<file path="config.mk">
export PLATFORM = sky130hd
export DESIGN_NAME = lcd_reader
export DESIGN_NICKNAME = d
export VERILOG_FILES = /design/src/rtl/lcd_reader.sv
export SDC_FILE = /design/constraint.sdc
export NUM_CORES = 1
export LEC_CHECK = 0
export BUFFER_PORTS_ARGS = -buffer_cell sky130_fd_sc_hd__clkbuf_2
export CAP_MARGIN = 10
export CORE_ASPECT_RATIO = 0.7
export CORE_MARGIN = 2
export CORE_UTILIZATION = 35
export CTS_CLUSTER_DIAMETER = 150
export DETAILED_ROUTE_END_ITERATION = 10
export HOLD_SLACK_MARGIN = 0.15
export PLACE_DENSITY_LB_ADDON = 0.1
export SETUP_SLACK_MARGIN = 0.2
export SLEW_MARGIN = 20
export SYNTH_ARGS = -nofsm -noshare
export SYNTH_HDL_FRONTEND = slang
export SYNTH_SLANG_ARGS = --single-unit
</file>
<file path="constraint.sdc">
create_clock -name clk -period 3.1 [get_ports clk]
set_input_delay 0.62 -clock clk [delete_from_list [all_inputs] [get_ports clk]]
set_output_delay 0.62 -clock clk [all_outputs]
set_load 0.05 [all_outputs]
</file>
<file path="src/rtl/lcd_reader.sv">
// lcd_reader: HD44780-style bus reader. Issues timed read cycles on the
// LCD control pins, captures the data bus at the end of the enable pulse,
// and optionally repeats status reads until the busy flag clears.
module lcd_reader #(
  parameter int T_AS      = 3,
  parameter int T_EPW     = 25,
  parameter int T_EL      = 25,
  parameter int MAX_POLLS = 4000
) (
  input  logic       clk,
  input  logic       rst_n,
  input  logic       start,
  input  logic       rs,
  input  logic       poll,
  output logic       ready,
  output logic       done,
  output logic [7:0] rdata,
  output logic       busy_flag,
  output logic [6:0] addr,
  output logic       timeout,
  output logic       bus_req,
  output logic       lcd_rs,
  output logic       lcd_rw,
  output logic       lcd_e,
  input  logic [7:0] lcd_db_in
);

  localparam int TMAX = (T_AS > T_EPW) ? ((T_AS > T_EL) ? T_AS : T_EL)
                                       : ((T_EPW > T_EL) ? T_EPW : T_EL);
  localparam int TW   = (TMAX < 2) ? 1 : $clog2(TMAX);
  localparam int PW   = $clog2(MAX_POLLS + 1);

  typedef enum logic [2:0] {IDLE, SETUP, E_HIGH, E_LOW, DONE} state_t;

  state_t        state;
  logic [TW-1:0] tmr;     // clocks spent in the current timed phase
  logic [PW-1:0] polls;   // completed reads minus one; never exceeds MAX_POLLS-1
  logic          rs_q;
  logic          poll_q;
  logic          more;    // another status read is wanted and allowed

  assign more = poll_q && busy_flag && ((32'(polls) + 32'd1) < 32'(MAX_POLLS));

  // Single FSM: every pin and status output is registered here.
  always_ff @(posedge clk) begin
    if (!rst_n) begin
      state     <= IDLE;
      tmr       <= '0;
      polls     <= '0;
      rs_q      <= 1'b0;
      poll_q    <= 1'b0;
      ready     <= 1'b0;
      done      <= 1'b0;
      rdata     <= 8'h00;
      busy_flag <= 1'b0;
      addr      <= 7'h00;
      timeout   <= 1'b0;
      bus_req   <= 1'b0;
      lcd_rs    <= 1'b0;
      lcd_rw    <= 1'b0;
      lcd_e     <= 1'b0;
    end else begin
      done <= 1'b0;
      case (state)
        IDLE: begin
          ready   <= 1'b1;
          bus_req <= 1'b0;
          lcd_rw  <= 1'b0;
          lcd_e   <= 1'b0;
          if (start && ready) begin
            // polling always targets the status register
            rs_q    <= rs & ~poll;
            lcd_rs  <= rs & ~poll;
            poll_q  <= poll;
            polls   <= '0;
            tmr     <= '0;
            ready   <= 1'b0;
            bus_req <= 1'b1;
            lcd_rw  <= 1'b1;
            state   <= SETUP;
          end
        end
        SETUP: begin
          if (tmr == TW'(T_AS - 1)) begin
            tmr   <= '0;
            lcd_e <= 1'b1;
            state <= E_HIGH;
          end else begin
            tmr <= tmr + 1'b1;
          end
        end
        E_HIGH: begin
          if (tmr == TW'(T_EPW - 1)) begin
            tmr   <= '0;
            lcd_e <= 1'b0;
            rdata <= lcd_db_in;
            if (!rs_q) begin
              busy_flag <= lcd_db_in[7];
              addr      <= lcd_db_in[6:0];
            end
            state <= E_LOW;
          end else begin
            tmr <= tmr + 1'b1;
          end
        end
        E_LOW: begin
          if (tmr == TW'(T_EL - 1)) begin
            tmr <= '0;
            if (more) begin
              polls <= polls + 1'b1;
              state <= SETUP;
            end else begin
              done    <= 1'b1;
              bus_req <= 1'b0;
              lcd_rw  <= 1'b0;
              timeout <= poll_q & busy_flag;
              state   <= DONE;
            end
          end else begin
            tmr <= tmr + 1'b1;
          end
        end
        DONE: begin
          ready <= 1'b1;
          state <= IDLE;
        end
        default: state <= IDLE;
      endcase
    end
  end

endmodule

</file>
==> After elaboration in Yosys (flattened, before gate mapping) <==
Cells that the tools add are included.
{ "totals": {"register_bits": 43, "wordCells": 77, "input_bits": 13, "output_inout_bits": 23} }
{ "classes": {"n_reduce_logical": 19, "bitwise": 5, "magnitude_cmp": 1, "add_sub_neg": 3, "n_mux": 24, "n_eq_ne": 12} }
{ "ops": {"columns": ["cell", "n"], "rows": [
  ["2-to-1 mux 12 bit", 3],
  ["one-hot mux 12 bit (2 select lines)", 1],
  ["2-to-1 mux 3 bit", 5],
  ["2-to-1 mux 5 bit", 3],
  ["one-hot mux 5 bit (3 select lines)", 1],
  ["AND reduction 3 bit", 5],
  ["adder 12 x 1 -> 13 bit, second input constant", 1],
  ["less-than comparator 13 x 12 -> 1 bit, second input constant", 1],
  ["adder 12 x 1 -> 12 bit, second input constant", 1],
  ["!= test 2 bit, second input constant", 6],
  ["one-hot mux 3 bit (4 select lines)", 1],
  ["AND reduction 4 bit", 2],
  ["2-to-1 mux 1 bit", 7],
  ["== test 3 x 2 -> 1 bit, second input constant", 2],
  ["AND reduction 2 bit", 3],
  ["nonzero test 3 bit", 2],
  ["adder 5 x 1 -> 5 bit, second input constant", 1],
  ["== test 5 x 2 -> 1 bit, second input constant", 1],
  ["== test 5 bit, second input constant", 1],
  ["one-hot mux 1 bit (2 select lines)", 2],
  ["nonzero test 2 bit", 2],
  ["== test 3 x 1 -> 1 bit, second input constant", 1],
  ["== test 3 bit, second input constant", 1],
  ["logical AND 1 bit", 3],
  ["other kinds (5)", 8]
]} }

==> Logic depth before layout (Yosys ltp) <==
Gate-level depths: netlist (run 1).
{ "logic_depth": {"ltp_word": 6, "mapped_depth": 8} }

==> Least setup slack after synthesis (run 1) <==
Ideal clock, no wire load.
{ "synth_timing": {"kind": "register to register", "from": "register polls[0]", "to": "register polls[4]", "arrival_ns": 1.850, "path_slack_ns": 1.116, "setup_time_ns": 0.134, "required_ns": 2.966, "path_stages_with_launch": 8, "n_path_buf": 0, "cell_sequence": "dfxtp_1 ha_1 nand4_1 o21ai_0 nand2_1 a31o_2 o311ai_0 o31ai_1"} }
{ "synth_between": {"elab_chain_cells": 5, "elab_cells_between_ends": 9} }
{ "synth_rtl": {"columns": ["element", "line_no", "text"], "rows": [
  ["start, declared", "37", "logic [PW-1:0] polls;"],
  ["start signal, assigned", "110", "polls <= polls + 1'b1;"],
  ["adder 12 x 1 -> 13 bit", "42", "assign more = poll_q && busy_flag && ((32'(polls) + 32'd1) < 32'(MAX_POLLS));"],
  ["less-than comparator 13 x 12 -> 1 bit", "42", null],
  ["logical AND 1 bit", "42", null],
  ["!= test 2 bit (no line)", null, null],
  ["AND reduction 4 bit (no line)", null, null]
]} }
Several ways; a longest one is shown, not always the timed one. The select of a mux whose other input is x is not followed.
A chain may end at the register's enable or synchronous reset.

==> Final worst setup path (run 1) <==
{ "layout_timing": {"from": "register polls[0]", "to": "register polls[7]"} }
The elaborated chain is that of the path after synthesis.

==> results.md, run 1 <==
| Group | Quantity | This run |
|---|---|---|
| logic synthesis | Most instantiated library cell after synthesis | sky130_fd_sc_hd__dfxtp_1 |
| logic synthesis | Synthesized instance count | 247 |
| sta | Slew at the pin with the worst max-slew slack | 0.558 ns |
| logic synthesis | Post-Synthesis Net Count | 264 |
| finish | Diode count | 0 |
| sta | Slew Viols, Final | 0 |
| sta | Worst slew margin | 0.624 |
| global routing | Number of antenna violations at the first check in global routing | 0 |
| sta | Final Critical Period | 2.32 ns |
| worst setup path | Endpoint required time on the critical path | 3.26 ns |
| die | Top-Level Pins | 36 |
| worst setup path | Maximum fanout count along the critical path | 9 |
| worst setup path | Worst setup slack for register-to-register paths | 0.78 ns |
| logic synthesis | Mean Syn Cell Area | 8.52 um^2 |
| cts | Cell at the root of the clock tree | sky130_fd_sc_hd__clkbuf_8 |
| sta | Ratio of final minimum period to clock period | 0.747 |
| global routing | Pin count of the biggest net entering global routing | 25 |
| die | Die Height | 68.9 um |
| detailed routing | Vias | 1820 |
| sta | Unrepaired setup endpoints after global routing | false |
| logic synthesis | EDFF count, synth | 0 |
| power and ir drop | Total power divided by cell area | 418 mW/mm^2 |
| place | HPWL after detailed placement | 3.52 mm |
| detailed routing | Total wire length after detailed routing | 4.89 mm |
| global routing | Met1 Resource Use GR | 0.221 |
| place | Final weighted congestion of routability-driven global placement | 0.762 |
| detailed routing | Post-route antenna net violation count | 0 |
| worst setup path | Endpoint arrival time on the critical path | 2.48 ns |
| sta | Clock skew | 0.00556 ns |
| finish | Area overhead of the layout relative to synthesis | 15.9% |
| sta | Final setup viols | 0 |
| logic synthesis | Count of different cell masters after synthesis | 50 |
| cts | Clock transition at path regs | 0.08 ns |
| die | Horizontal die dimension | 96.7 um |
| worst hold path | Path category of the worst min-delay check | flop to flop |
| global routing | Overall fraction of global-route tracks in use | 0.159 |
| cts | Number of CTS-inserted buffers | 5 |
| cts | Number of hold-repair buffers added at the cts stage | 0 |
| place | Worst slack at placement | 0.767 ns |
| place | Input/output buffers | 35 |
| global routing | Met2 routing resource usage after global routing | 0.244 |
| worst setup path | Worst Setup Start Kind | flop |
| finish | Nets | 296 |
| logic synthesis | Share of synthesized registers carrying an async set or reset | 0 |
| die | Starting density of the core | 0.365 |
| job | Max-cap check violation count | 0 |
| cts | Insertion delay to the later sink of the worst-skew pair | 0.29 ns |
| logic synthesis | Synth area leader | sky130_fd_sc_hd__dfxtp_1 |
| sta | Worst Hold Margin | 0.480 ns |
| die | Die area | 0.00666 mm^2 |
| logic synthesis | Ranking of synthesized cells by instance count | sky130_fd_sc_hd__dfxtp_1 (43), sky130_fd_sc_hd__nand2_1 (32), sky130_fd_sc_hd__o21ai_0 (24) |
| sta | Post-route worst setup slack | 0.784 ns |
| detailed routing | Number of design-rule violations left by the first detailed-router iteration | 91 |
| logic synthesis | Portion of synthesized cell area occupied by the leading cell type | 0.409 |
| cts | Buffers inserted during post-CTS setup optimization | 0 |
| finish | Non-filler instance count after layout | 355 |
| cts | Clock sinks | 43 |
| sta | Post-Route Setup TNS | 0 ns |
| sta | Number of hold violations in the final report | 0 |
| detailed routing | Detail-routed net length per standard cell | 13.8 um |
| detailed routing | Via count normalized by instance count | 5.13 |
| logic synthesis | Yosys warnings | 0 |
| cts | CTS HTree Levels | 2 |
| detailed routing | DRC errors left | 0 |
| finish | Ratio of cells with drive above 1 in the final layout | 0.193 |
| sta | Peak clock frequency supported by timing | 432 MHz |
| global routing | First-pass GRT wire length | 8.45 mm |
| logic synthesis | Part of the Yosys area used for sequential elements | 0.409 |
| detailed routing | DR pass1 iterations | 4 |
| global routing | Most heavily used metal layer in global routing | met2 |
| cts | Clk buf depth | 2 |
| global routing | Vias in the first global route | 1735 |
| die | Floorplan row count | 23 |
| worst setup path | Critical path start-end classification | flop to flop |
| logic synthesis | Top cells by area, synth | sky130_fd_sc_hd__dfxtp_1 (41%), sky130_fd_sc_hd__o21ai_0 (5.7%), sky130_fd_sc_hd__nand2_1 (5.7%), sky130_fd_sc_hd__mux2i_1 (5.2%), sky130_fd_sc_hd__nor2b_1 (4.2%) |
| die | Placeable Area | 0.00576 mm^2 |
| worst setup path | Crit path capture type | flop |
| logic synthesis | Most used DFF post-synth | sky130_fd_sc_hd__dfxtp_1 |
| place | Cells after DPL | 347 |
| cts | Post-cts repair resize count | 0 |
| power and ir drop | Peak supply drop | 206 uV |
| logic synthesis | Synthesized cell area | 0.00210 mm^2 |
| logic synthesis | Register bit total from synthesis | 43 |
| cts | CTS tree | yes |
| global routing | Global route overflow | 0 |
| status | Run status | finished, final reports clean |
| global routing | M3 GR Usage | 0.0413 |
| power and ir drop | P_leak | 0.982 nW |
## layer usage
layer	vias to the layer above	wire [um]
li1	943	-
met1	837	2750
met2	36	1900
met3	4	194
met4	0	42
met5	-	0
## where the power goes
group	internal, mW	switching [mW]	leakage, nW
Clock	0.203	0.186	0.0515
Sequential	0.556	0.00660	0.347
Combinational	0.0235	0.0421	0.583
## flip-flops by register name (all words and copies together), names as in the netlist
register and count:
lcd_rw 1, busy_flag 1, done 1, timeout 1, polls 12, rs_q 1, ready 1, state 3
rdata 8, lcd_e 1, poll_q 1, tmr 5, addr 7
## worst paths after layout
check | cells after the start | from | end
max | 7 | polls[0] | polls[7]
min | 2 | timeout | timeout
max reg2reg | 7 | polls[0] | polls[7]
min reg2reg | 2 | timeout | timeout
## cell type report
type	instances	area [um^2]
Sequential cell	43	861
Clock buffer	8	100
Inverter	5	18.8
Multi-Input combinational cell	186	1170
Fill cell	602	3320
Timing Repair Buffer	38	198
Tap cell	75	93.8
## critical path: stages (launching register included)
cell and delay, ns:
sky130_fd_sc_hd__dfxtp_1 0.40, sky130_fd_sc_hd__ha_1 0.29, sky130_fd_sc_hd__nand4_1 0.26, sky130_fd_sc_hd__o21ai_0 0.28, sky130_fd_sc_hd__nand2_1 0.13, sky130_fd_sc_hd__a31o_2 0.32
sky130_fd_sc_hd__a21oi_2 0.36, sky130_fd_sc_hd__o21ai_0 0.15
## logic make-up (layout without fill, tap and decap cells)
family	after synthesis	after routing	share of synthesized area
and+or+nand+nor	101	101	0.249
buffers and inverters	18	51	0.0363
DFF	43	43	0.409
AOI/OAI and AO/OA	67	67	0.217
adders and majority gates	4	4	0.0238
muxes	11	11	0.0524
xor gates and xnor gates	3	3	0.0125
## metrics by stage
stage	util	total power [mW]	instance area [um^2]
global route	0.423	1.07	2440
CTS	0.423	1.04	2440
floorplan	-	0.618	2100
global placement	0.406	0.643	2340
finish	0.423	1.02	2440
detailed placement	0.406	0.642	2340
## placed cells by master (no fill, tap or decap), types with 2 or more instances in the layout
| master | instances |
|---|---|
| sky130_fd_sc_hd__nand4_1 | 4 |
| sky130_fd_sc_hd__o22ai_1 | 3 |
| sky130_fd_sc_hd__a21boi_0 | 9 |
| sky130_fd_sc_hd__nor3b_1 | 3 |
| sky130_fd_sc_hd__clkbuf_8 | 7 |
| sky130_fd_sc_hd__xor2_1 | 3 |
| sky130_fd_sc_hd__nand2_1 | 32 |
| sky130_fd_sc_hd__buf_4 | 3 |
| sky130_fd_sc_hd__o31ai_1 | 3 |
| sky130_fd_sc_hd__nand3_1 | 10 |
| sky130_fd_sc_hd__o311ai_0 | 3 |
| sky130_fd_sc_hd__o21ai_1 | 2 |
| sky130_fd_sc_hd__nor2_1 | 14 |
| sky130_fd_sc_hd__mux2i_1 | 11 |
| sky130_fd_sc_hd__a22oi_1 | 2 |
| sky130_fd_sc_hd__a21oi_1 | 4 |
| sky130_fd_sc_hd__o41ai_2 | 2 |
| sky130_fd_sc_hd__inv_1 | 5 |
| sky130_fd_sc_hd__clkbuf_2 | 35 |
| sky130_fd_sc_hd__nor3_1 | 7 |
| sky130_fd_sc_hd__and2_1 | 3 |
| sky130_fd_sc_hd__ha_1 | 4 |
| sky130_fd_sc_hd__o21a_1 | 4 |
| sky130_fd_sc_hd__a21o_1 | 2 |
| sky130_fd_sc_hd__o21ai_0 | 24 |
| sky130_fd_sc_hd__dfxtp_1 | 43 |
| sky130_fd_sc_hd__nor2b_1 | 14 |
| sky130_fd_sc_hd__a31oi_1 | 2 |
(Power assumes the default switching activity.)
==> inputs of run 2 (changes only) <==
==> constraint.sdc (replaced) <==
create_clock -name clk -period 2.05 [get_ports clk]
set_input_delay 0.41 -clock clk [delete_from_list [all_inputs] [get_ports clk]]
set_output_delay 0.41 -clock clk [all_outputs]
set_load 0.05 [all_outputs]
==> run 2 against run 1 <==
  * Combinational power increased by 100%
  * Global-route usage increased by 0.42 points
  * Largest cell class unchanged
  * Register-to-register slack got worse by 0.73 ns
==> results.md, run 2 (synthesized netlist as in run 1, its figures left out) <==
| Group | Quantity | This run | vs previous |
|---|---|---|---|
| die | Die Height | 68.9 um | unchanged |
| cts | Cell at the root of the clock tree | sky130_fd_sc_hd__clkbuf_8 |  |
| cts | Insertion delay to the later sink of the worst-skew pair | 0.29 ns | about the same |
| worst setup path | Maximum fanout count along the critical path | 6 | -3 |
| finish | Diode count | 0 | unchanged |
| die | Starting density of the core | 0.365 | unchanged |
| place | Input/output buffers | 35 | unchanged |
| place | Area after detailed placement | 0.00252 mm^2 | +7.9% |
| cts | Clk buf depth | 2 | unchanged |
| die | Top-Level Pins | 36 | unchanged |
| place | Cells after DPL | 368 | +6.1% |
| global routing | Overall fraction of global-route tracks in use | 0.164 | +0.00416 |
| power and ir drop | P_leak | 1.19 nW | +21% |
| finish | Filler Cell Count | 554 | -8.0% |
| finish | Ratio of cells with drive above 1 in the final layout | 0.396 | +0.203 |
| power and ir drop | Peak supply drop | 331 uV | +61% |
| finish | Largest reg by FF count | polls |  |
| finish | Largest registers | polls: 12 flops, rdata: 8 flops, addr: 7 flops |  |
| sta | Peak clock frequency supported by timing | 501 MHz | +16% |
| cts | CTS tree | yes |  |
| cts | Number of CTS-inserted buffers | 5 | unchanged |
| detailed routing | Via count normalized by instance count | 5.19 | +1.2% |
| die | Horizontal die dimension | 96.7 um | unchanged |
| detailed routing | Vias | 2013 | +11% |
| sta | Slew at the pin with the worst max-slew slack | 0.702 ns | +0.144 ns |
| finish | Non-filler instance count after layout | 388 | +9.3% |
| sta | Clock skew | 0.00545 ns | -0.000111 ns |
| worst hold path | Path category of the worst min-delay check | input port to flop |  |
| power and ir drop | Comb power frac | 0.079 | +0.015 |
| cts | Clock transition at path regs | 0.09 ns | about the same |
| finish | Commonest cells after routing, fill and taps aside | sky130_fd_sc_hd__clkbuf_2 (35), sky130_fd_sc_hd__dfxtp_1 (34), sky130_fd_sc_hd__nand2_1 (31) |  |
| sta | Ratio of final minimum period to clock period | 0.973 | +0.226 |
| status | Run status | finished, final reports clean |  |
| sta | Unrepaired setup endpoints after global routing | true |  |
| global routing | Vias in the first global route | 1806 | +4.1% |
| global routing | Number of antenna violations at the first check in global routing | 0 | unchanged |
| power and ir drop | Clock network fraction of total power | 0.415 | +0.032 |
| worst setup path | Worst Setup Start Kind | flop |  |
| detailed routing | Total wire length after detailed routing | 5.65 mm | +15% |
| finish | Area overhead of the layout relative to synthesis | 42.5% |  |
| power and ir drop | Sequential share of power | 0.506 | -0.047 |
| cts | Clock sinks | 43 | unchanged |
| sta | Number of hold violations in the final report | 0 | unchanged |
| die | Die area | 0.00666 mm^2 | unchanged |
| sta | Worst slew margin | 0.527 | -0.0964 |
| place | HPWL after detailed placement | 3.69 mm | +4.8% |
| cts | CTS HTree Levels | 2 | unchanged |
| detailed routing | DRC errors left | 0 | unchanged |
| global routing | First-pass GRT wire length | 8.71 mm | +3.2% |
| die | Placeable Area | 0.00576 mm^2 | unchanged |
| power and ir drop | Total power divided by cell area | 556 mW/mm^2 | +33% |
| worst setup path | Worst setup slack for register-to-register paths | 0.05 ns | -0.73 ns |
| detailed routing | Number of design-rule violations left by the first detailed-router iteration | 98 | +7.7% |
| worst setup path | Critical path start-end classification | flop to flop |  |
| die | Floorplan row count | 23 | unchanged |
| place | Final weighted congestion of routability-driven global placement | 0.829 | +8.8% |
| finish | Area of all placed cells without fillers | 0.00300 mm^2 | +23% |
| sta | Slew Viols, Final | 0 | unchanged |
| power and ir drop | Net switching component of the power | 0.383 mW | +63% |
| finish | Leading cell type in the layout, fill and taps excluded | sky130_fd_sc_hd__clkbuf_2 |  |
| sta | Post-Route Setup TNS | 0 ns | unchanged |
| worst setup path | Endpoint arrival time on the critical path | 2.21 ns | -0.27 ns |
| detailed routing | DR pass1 iterations | 4 | unchanged |
| power and ir drop | Switching share of power | 0.230 | -0.00145 |
| power and ir drop | Internal power component | 1.28 mW | +64% |
| finish | Nets | 329 | +11% |
| sta | Final Critical Period | 2.00 ns | -0.321 ns |
| detailed routing | Detail-routed net length per standard cell | 14.6 um | +5.7% |
| sta | Final setup viols | 0 | unchanged |
| finish | Max reg flops | 12 | unchanged |
| finish | Layout Utilization | 0.521 | +0.0972 |
| global routing | Global route overflow | 0 | unchanged |
| job | Max-cap check violation count | 0 | unchanged |
| worst setup path | Crit path capture type | flop |  |
| detailed routing | Post-route antenna net violation count | 0 | unchanged |
| global routing | Pin count of the biggest net entering global routing | 41 | +64% |
| worst setup path | Endpoint required time on the critical path | 2.27 ns | -0.99 ns |
[run 2: cell count changes in the layout (fill, tap and decap cells not counted), moves of 5 or more]
cell,change
sky130_fd_sc_hd__dfxtp_2,+6
sky130_fd_sc_hd__buf_4,+26
sky130_fd_sc_hd__buf_6,+7
sky130_fd_sc_hd__o21ai_2,+5
sky130_fd_sc_hd__o21ai_0,-13
sky130_fd_sc_hd__dfxtp_1,-9
sky130_fd_sc_hd__o21ai_1,+7
[run 2: per-stage QoR]
step	hold WS (ns)	worst slack (ns)	power (mW)
after floorplan	0.448	0.219	0.936
after global placement	0.458	-0.0963	0.986
after detailed placement	0.473	-0.174	0.985
after CTS	0.346	0.0667	1.69
after global routing	0.348	-0.0348	1.74
final	0.350	0.0545	1.67
[run 2: final cells by class]
type,instances,area (um^2),area share
clock buffer,6,82.6,0.0276
clock inverter,2,35.0,0.0117
inverter,5,18.8,0.00626
multi-input combinational,186,1420,0.472
sequential,43,880,0.294
tap,75,93.8,0.0313
timing repair buffer,71,472,0.157
[run 2: layer usage]
metal / routed length, um / vias to the layer above / global-route usage
li1: - / 1012 / -
met1: 2810 / 961 / 0.213
met2: 2580 / 34 / 0.280
met3: 199 / 6 / 0.0423
met4: 57 / 0 / 0.0352
met5: 0 / - / 0
[run 2: timing repair]
action                     in CTS  in global routing
setup endpoints to repair      19                 22
setup buffers                   6                  6
pin swaps                      15                  6
gates cloned                    0                  0
hold buffers                    0                  0
resized for setup              34                 34
[run 2: final timing paths]
path              end    startpoint  cells after the start
max          polls[9]      polls[0]                      8
min           addr[2]  lcd_db_in[2]                      3
max reg2reg  polls[9]      polls[0]                      8
min reg2reg   timeout       timeout                      2
[run 2: critical path, stage by stage (launching register included)]
cell and delay (ns):
sky130_fd_sc_hd__dfxtp_4 0.37, sky130_fd_sc_hd__ha_4 0.16, sky130_fd_sc_hd__nor2b_4 0.12, sky130_fd_sc_hd__o41ai_4 0.25, sky130_fd_sc_hd__o41ai_4 0.16, sky130_fd_sc_hd__buf_4 0.18, sky130_fd_sc_hd__a311oi_4 0.45, sky130_fd_sc_hd__o21ai_1 0.12
sky130_fd_sc_hd__o21ai_1 0.10
[run 2: power by group through the flow]
stage | Combinational (mW) | Clock [mW] | Sequential, mW
floorplan | 0.0596 | 0 | 0.876
global placement | 0.119 | 0 | 0.866
detailed placement | 0.119 | 0 | 0.867
CTS | 0.126 | 0.716 | 0.844
global route | 0.141 | 0.753 | 0.845
finish | 0.132 | 0.692 | 0.843
==> inputs of run 3 (changes only) <==
--- a/config.mk
+++ b/config.mk
@@ -7,14 +7,16 @@
 export LEC_CHECK = 0
 export BUFFER_PORTS_ARGS = -buffer_cell sky130_fd_sc_hd__clkbuf_2
 export CAP_MARGIN = 10
+export CELL_PAD_IN_SITES_DETAIL_PLACEMENT = 2
+export CELL_PAD_IN_SITES_GLOBAL_PLACEMENT = 2
 export CORE_ASPECT_RATIO = 0.7
 export CORE_MARGIN = 2
-export CORE_UTILIZATION = 35
+export CORE_UTILIZATION = 30
 export CTS_CLUSTER_DIAMETER = 150
 export DETAILED_ROUTE_END_ITERATION = 10
 export HOLD_SLACK_MARGIN = 0.15
 export PLACE_DENSITY_LB_ADDON = 0.1
-export SETUP_SLACK_MARGIN = 0.2
+export SETUP_SLACK_MARGIN = 0.15
 export SLEW_MARGIN = 20
 export SYNTH_ARGS = -nofsm -noshare
 export SYNTH_HDL_FRONTEND = slang
==> run 3 against run 2 <==
  * The flow now finishes with violations (negative setup slack)
  * Routed wire length increased by 54%
  * Flip-flop and latch count unchanged
  * Cell count is 8.2% higher
  * Global-route usage increased by 5.7 points
  * Combinational power increased by 9.8%
  * Count of clock-buffer cells in the layout stayed put
  * Critical path depth is the same
  * Sequential share of layout area decreased by 1.3 points
  * Core utilization shrank 6.0 points
  * Register-to-register slack lost 0.06 ns
  * First-iteration DRC count down 9.2%
==> results.md, run 3 (synthesized netlist as in run 1, its figures left out) <==
| Group | Quantity | This run | vs previous |
|---|---|---|---|
| cts | Clock sinks | 43 | unchanged |
| global routing | Number of antenna violations at the first check in global routing | 0 | unchanged |
| die | Floorplan row count | 25 | +8.7% |
| worst setup path | Family of cells with the greatest summed delay on the critical path | compound AO/OA/AOI/OAI gates |  |
| power and ir drop | Peak supply drop | 245 uV | -26% |
| status | Run status | finished, violations left |  |
| worst setup path | Cell with the largest stage delay on the worst path | sky130_fd_sc_hd__dfxtp_4 |  |
| detailed routing | DRC errors left | 0 | unchanged |
| sta | Worst slew margin | 0.667 | +0.140 |
| die | Placeable Area | 0.00676 mm^2 | +17% |
| sta | Post-Route Setup TNS | -0.00564 ns | -0.00564 ns |
| detailed routing | DR pass1 iterations | 4 | unchanged |
| power and ir drop | Total power divided by cell area | 495 mW/mm^2 | -11% |
| sta | Final Critical Period | 2.06 ns | +0.0601 ns |
| sta | Ratio of final minimum period to clock period | 1.00 | +0.0293 |
| global routing | Global route overflow | 0 | unchanged |
| die | Die area | 0.00771 mm^2 | +16% |
| worst hold path | Path category of the worst min-delay check | input port to flop |  |
| die | Die Height | 74.1 um | +7.5% |
| finish | Nets | 342 | +4.0% |
| detailed routing | Number of design-rule violations left by the first detailed-router iteration | 89 | -9.2% |
| detailed routing | Post-route antenna net violation count | 0 | unchanged |
| sta | Slew Viols, Final | 0 | unchanged |
| worst setup path | Crit path capture type | flop |  |
| global routing | Overall fraction of global-route tracks in use | 0.221 | +0.0574 |
| cts | Number of hold-repair buffers added at the cts stage | 0 | unchanged |
| detailed routing | Total wire length after detailed routing | 8.68 mm | +54% |
| worst setup path | Endpoint arrival time on the critical path | 2.24 ns | +0.03 ns |
| global routing | Pin count of the biggest net entering global routing | 29 | -29% |
| finish | Area of all placed cells without fillers | 0.00311 mm^2 | +3.9% |
| finish | Area overhead of the layout relative to synthesis | 48.1% |  |
| die | Horizontal die dimension | 104 um | +7.7% |
| finish | Max reg flops | 12 | unchanged |
| place | HPWL after detailed placement | 5.46 mm | +48% |
| place | Final weighted congestion of routability-driven global placement | 0.821 | -0.95% |
| cts | CTS HTree Levels | 2 | unchanged |
| job | Max-cap check violation count | 0 | unchanged |
| worst setup path | Endpoint required time on the critical path | 2.23 ns | -0.04 ns |
| sta | Peak clock frequency supported by timing | 486 MHz | -2.9% |
| cts | Clk buf depth | 2 | unchanged |
| worst setup path | Worst Setup Start Kind | flop |  |
| sta | Number of hold violations in the final report | 0 | unchanged |
| place | Area after detailed placement | 0.00262 mm^2 | +3.9% |
| finish | Leading cell type in the layout, fill and taps excluded | sky130_fd_sc_hd__buf_4 |  |
| die | Starting density of the core | 0.311 | -0.0541 |
| cts | Clock transition at path regs | 0.09 ns | about the same |
| worst setup path | Worst stage delay on the critical path | 0.38 ns | -0.07 ns |
| detailed routing | Via count normalized by instance count | 5.16 | -0.60% |
| sta | Slew at the pin with the worst max-slew slack | 0.498 ns | -0.204 ns |
| worst setup path | Cell type with the highest occurrence count on the critical path | sky130_fd_sc_hd__o41ai_4 |  |
| global routing | Vias in the first global route | 2248 | +24% |
| detailed routing | Detail-routed net length per standard cell | 20.7 um | +42% |
| place | Worst slack at placement | -0.184 ns | -0.00996 ns |
| finish | Commonest cells after routing, fill and taps aside | sky130_fd_sc_hd__buf_4 (44), sky130_fd_sc_hd__dfxtp_1 (36), sky130_fd_sc_hd__clkbuf_2 (35) |  |
| cts | Number of CTS-inserted buffers | 5 | unchanged |
| detailed routing | Vias | 2166 | +7.6% |
| finish | Diode count | 0 | unchanged |
| sta | Final setup viols | 1 | +1 |
| status | Failing checks | negative setup slack |  |
| finish | Ratio of cells with drive above 1 in the final layout | 0.439 | +0.0425 |
| die | Top-Level Pins | 36 | unchanged |
| cts | Insertion delay to the later sink of the worst-skew pair | 0.30 ns | about the same |
| finish | Largest reg by FF count | polls |  |
| worst setup path | Critical path start-end classification | flop to flop |  |
| sta | Clock skew | 0.00529 ns | -0.000159 ns |
| worst setup path | WP buf/inv | 1 | unchanged |
| cts | CTS tree | yes |  |
| power and ir drop | P_leak | 1.25 nW | +5.2% |
| sta | Post-route worst setup slack | -0.00564 ns | -0.0601 ns |
| finish | Largest registers | polls: 12 flops, rdata: 8 flops, addr: 7 flops |  |
| worst setup path | CP Cell Sequence | ha_4 > nor2b_4 > o41ai_4 > o41ai_4 > a31o_4 > buf_4 > a21oi_4 > o22ai_1 |  |
| sta | Unrepaired setup endpoints after global routing | true |  |
| worst setup path | Maximum fanout count along the critical path | 8 | +2 |
| global routing | First-pass GRT wire length | 12.9 mm | +48% |
| cts | Cell at the root of the clock tree | sky130_fd_sc_hd__clkbuf_8 |  |
| place | Input/output buffers | 35 | unchanged |
[run 3: cell types whose count changed in the layout (fill, tap and decap cells not counted), sizes merged]
cell | before | now
buf | 36 | 48
bufinv | 1 | 0
a21oi | 5 | 6
clkinvlp | 0 | 1
[run 3: final timing paths]
| check | from | to | slack, ns | cells past startpoint |
|---|---|---|---|---|
| max | polls[0] | polls[1] | -0.006 | 8 |
| min | lcd_db_in[4] | addr[4] | 0.35 | 3 |
| max reg2reg | polls[0] | polls[1] | -0.006 | 8 |
| min reg2reg | timeout | timeout | 0.48 | 2 |
[run 3: cell type report]
type                    count  area [um^2]
clock buffers               6         72.6
clock inverters             2         12.5
fillers                   776         3640
inverters                   5         18.8
multi-input cells         187         1470
flip-flops and latches     43          875
well taps                  94          118
repair buffers             83          551
[run 3: layer usage]
metal  share of wire  track usage
met1            0.47        0.306
met4          0.0058       0.0511
met5               0            0
met2            0.48        0.368
met3           0.043       0.0359
[run 3: worst min-delay path: stages]
cell and delay (ns):
sky130_fd_sc_hd__clkbuf_2 0.09, sky130_fd_sc_hd__nand2_1 0.05, sky130_fd_sc_hd__a21boi_0 0.06
[run 3: stage by stage]
stage	util	hold WS (ns)	power (mW)	std cells
finish	0.461	0.354	1.54	420
global route	0.461	0.363	1.61	420
floorplan	-	0.448	0.935	247
detailed placement	0.388	0.475	0.990	399
global placement	0.388	0.468	0.987	399
CTS	0.440	0.345	1.55	414
[run 3: power by group]
group          total [mW]  leakage [nW]  internal (mW)  switching, mW
Combinational       0.145         0.856         0.0552         0.0899
Clock               0.547        0.0412          0.239          0.308
Sequential          0.848         0.351          0.838         0.0100
[run 3: what timing repair did]
item,in CTS,in global routing
setup endpoints to repair,24,23
pin swaps,12,11
gates resized for setup,50,30
hold endpoints to repair,0,0
setup buffers,6,6
gates cloned,1,0
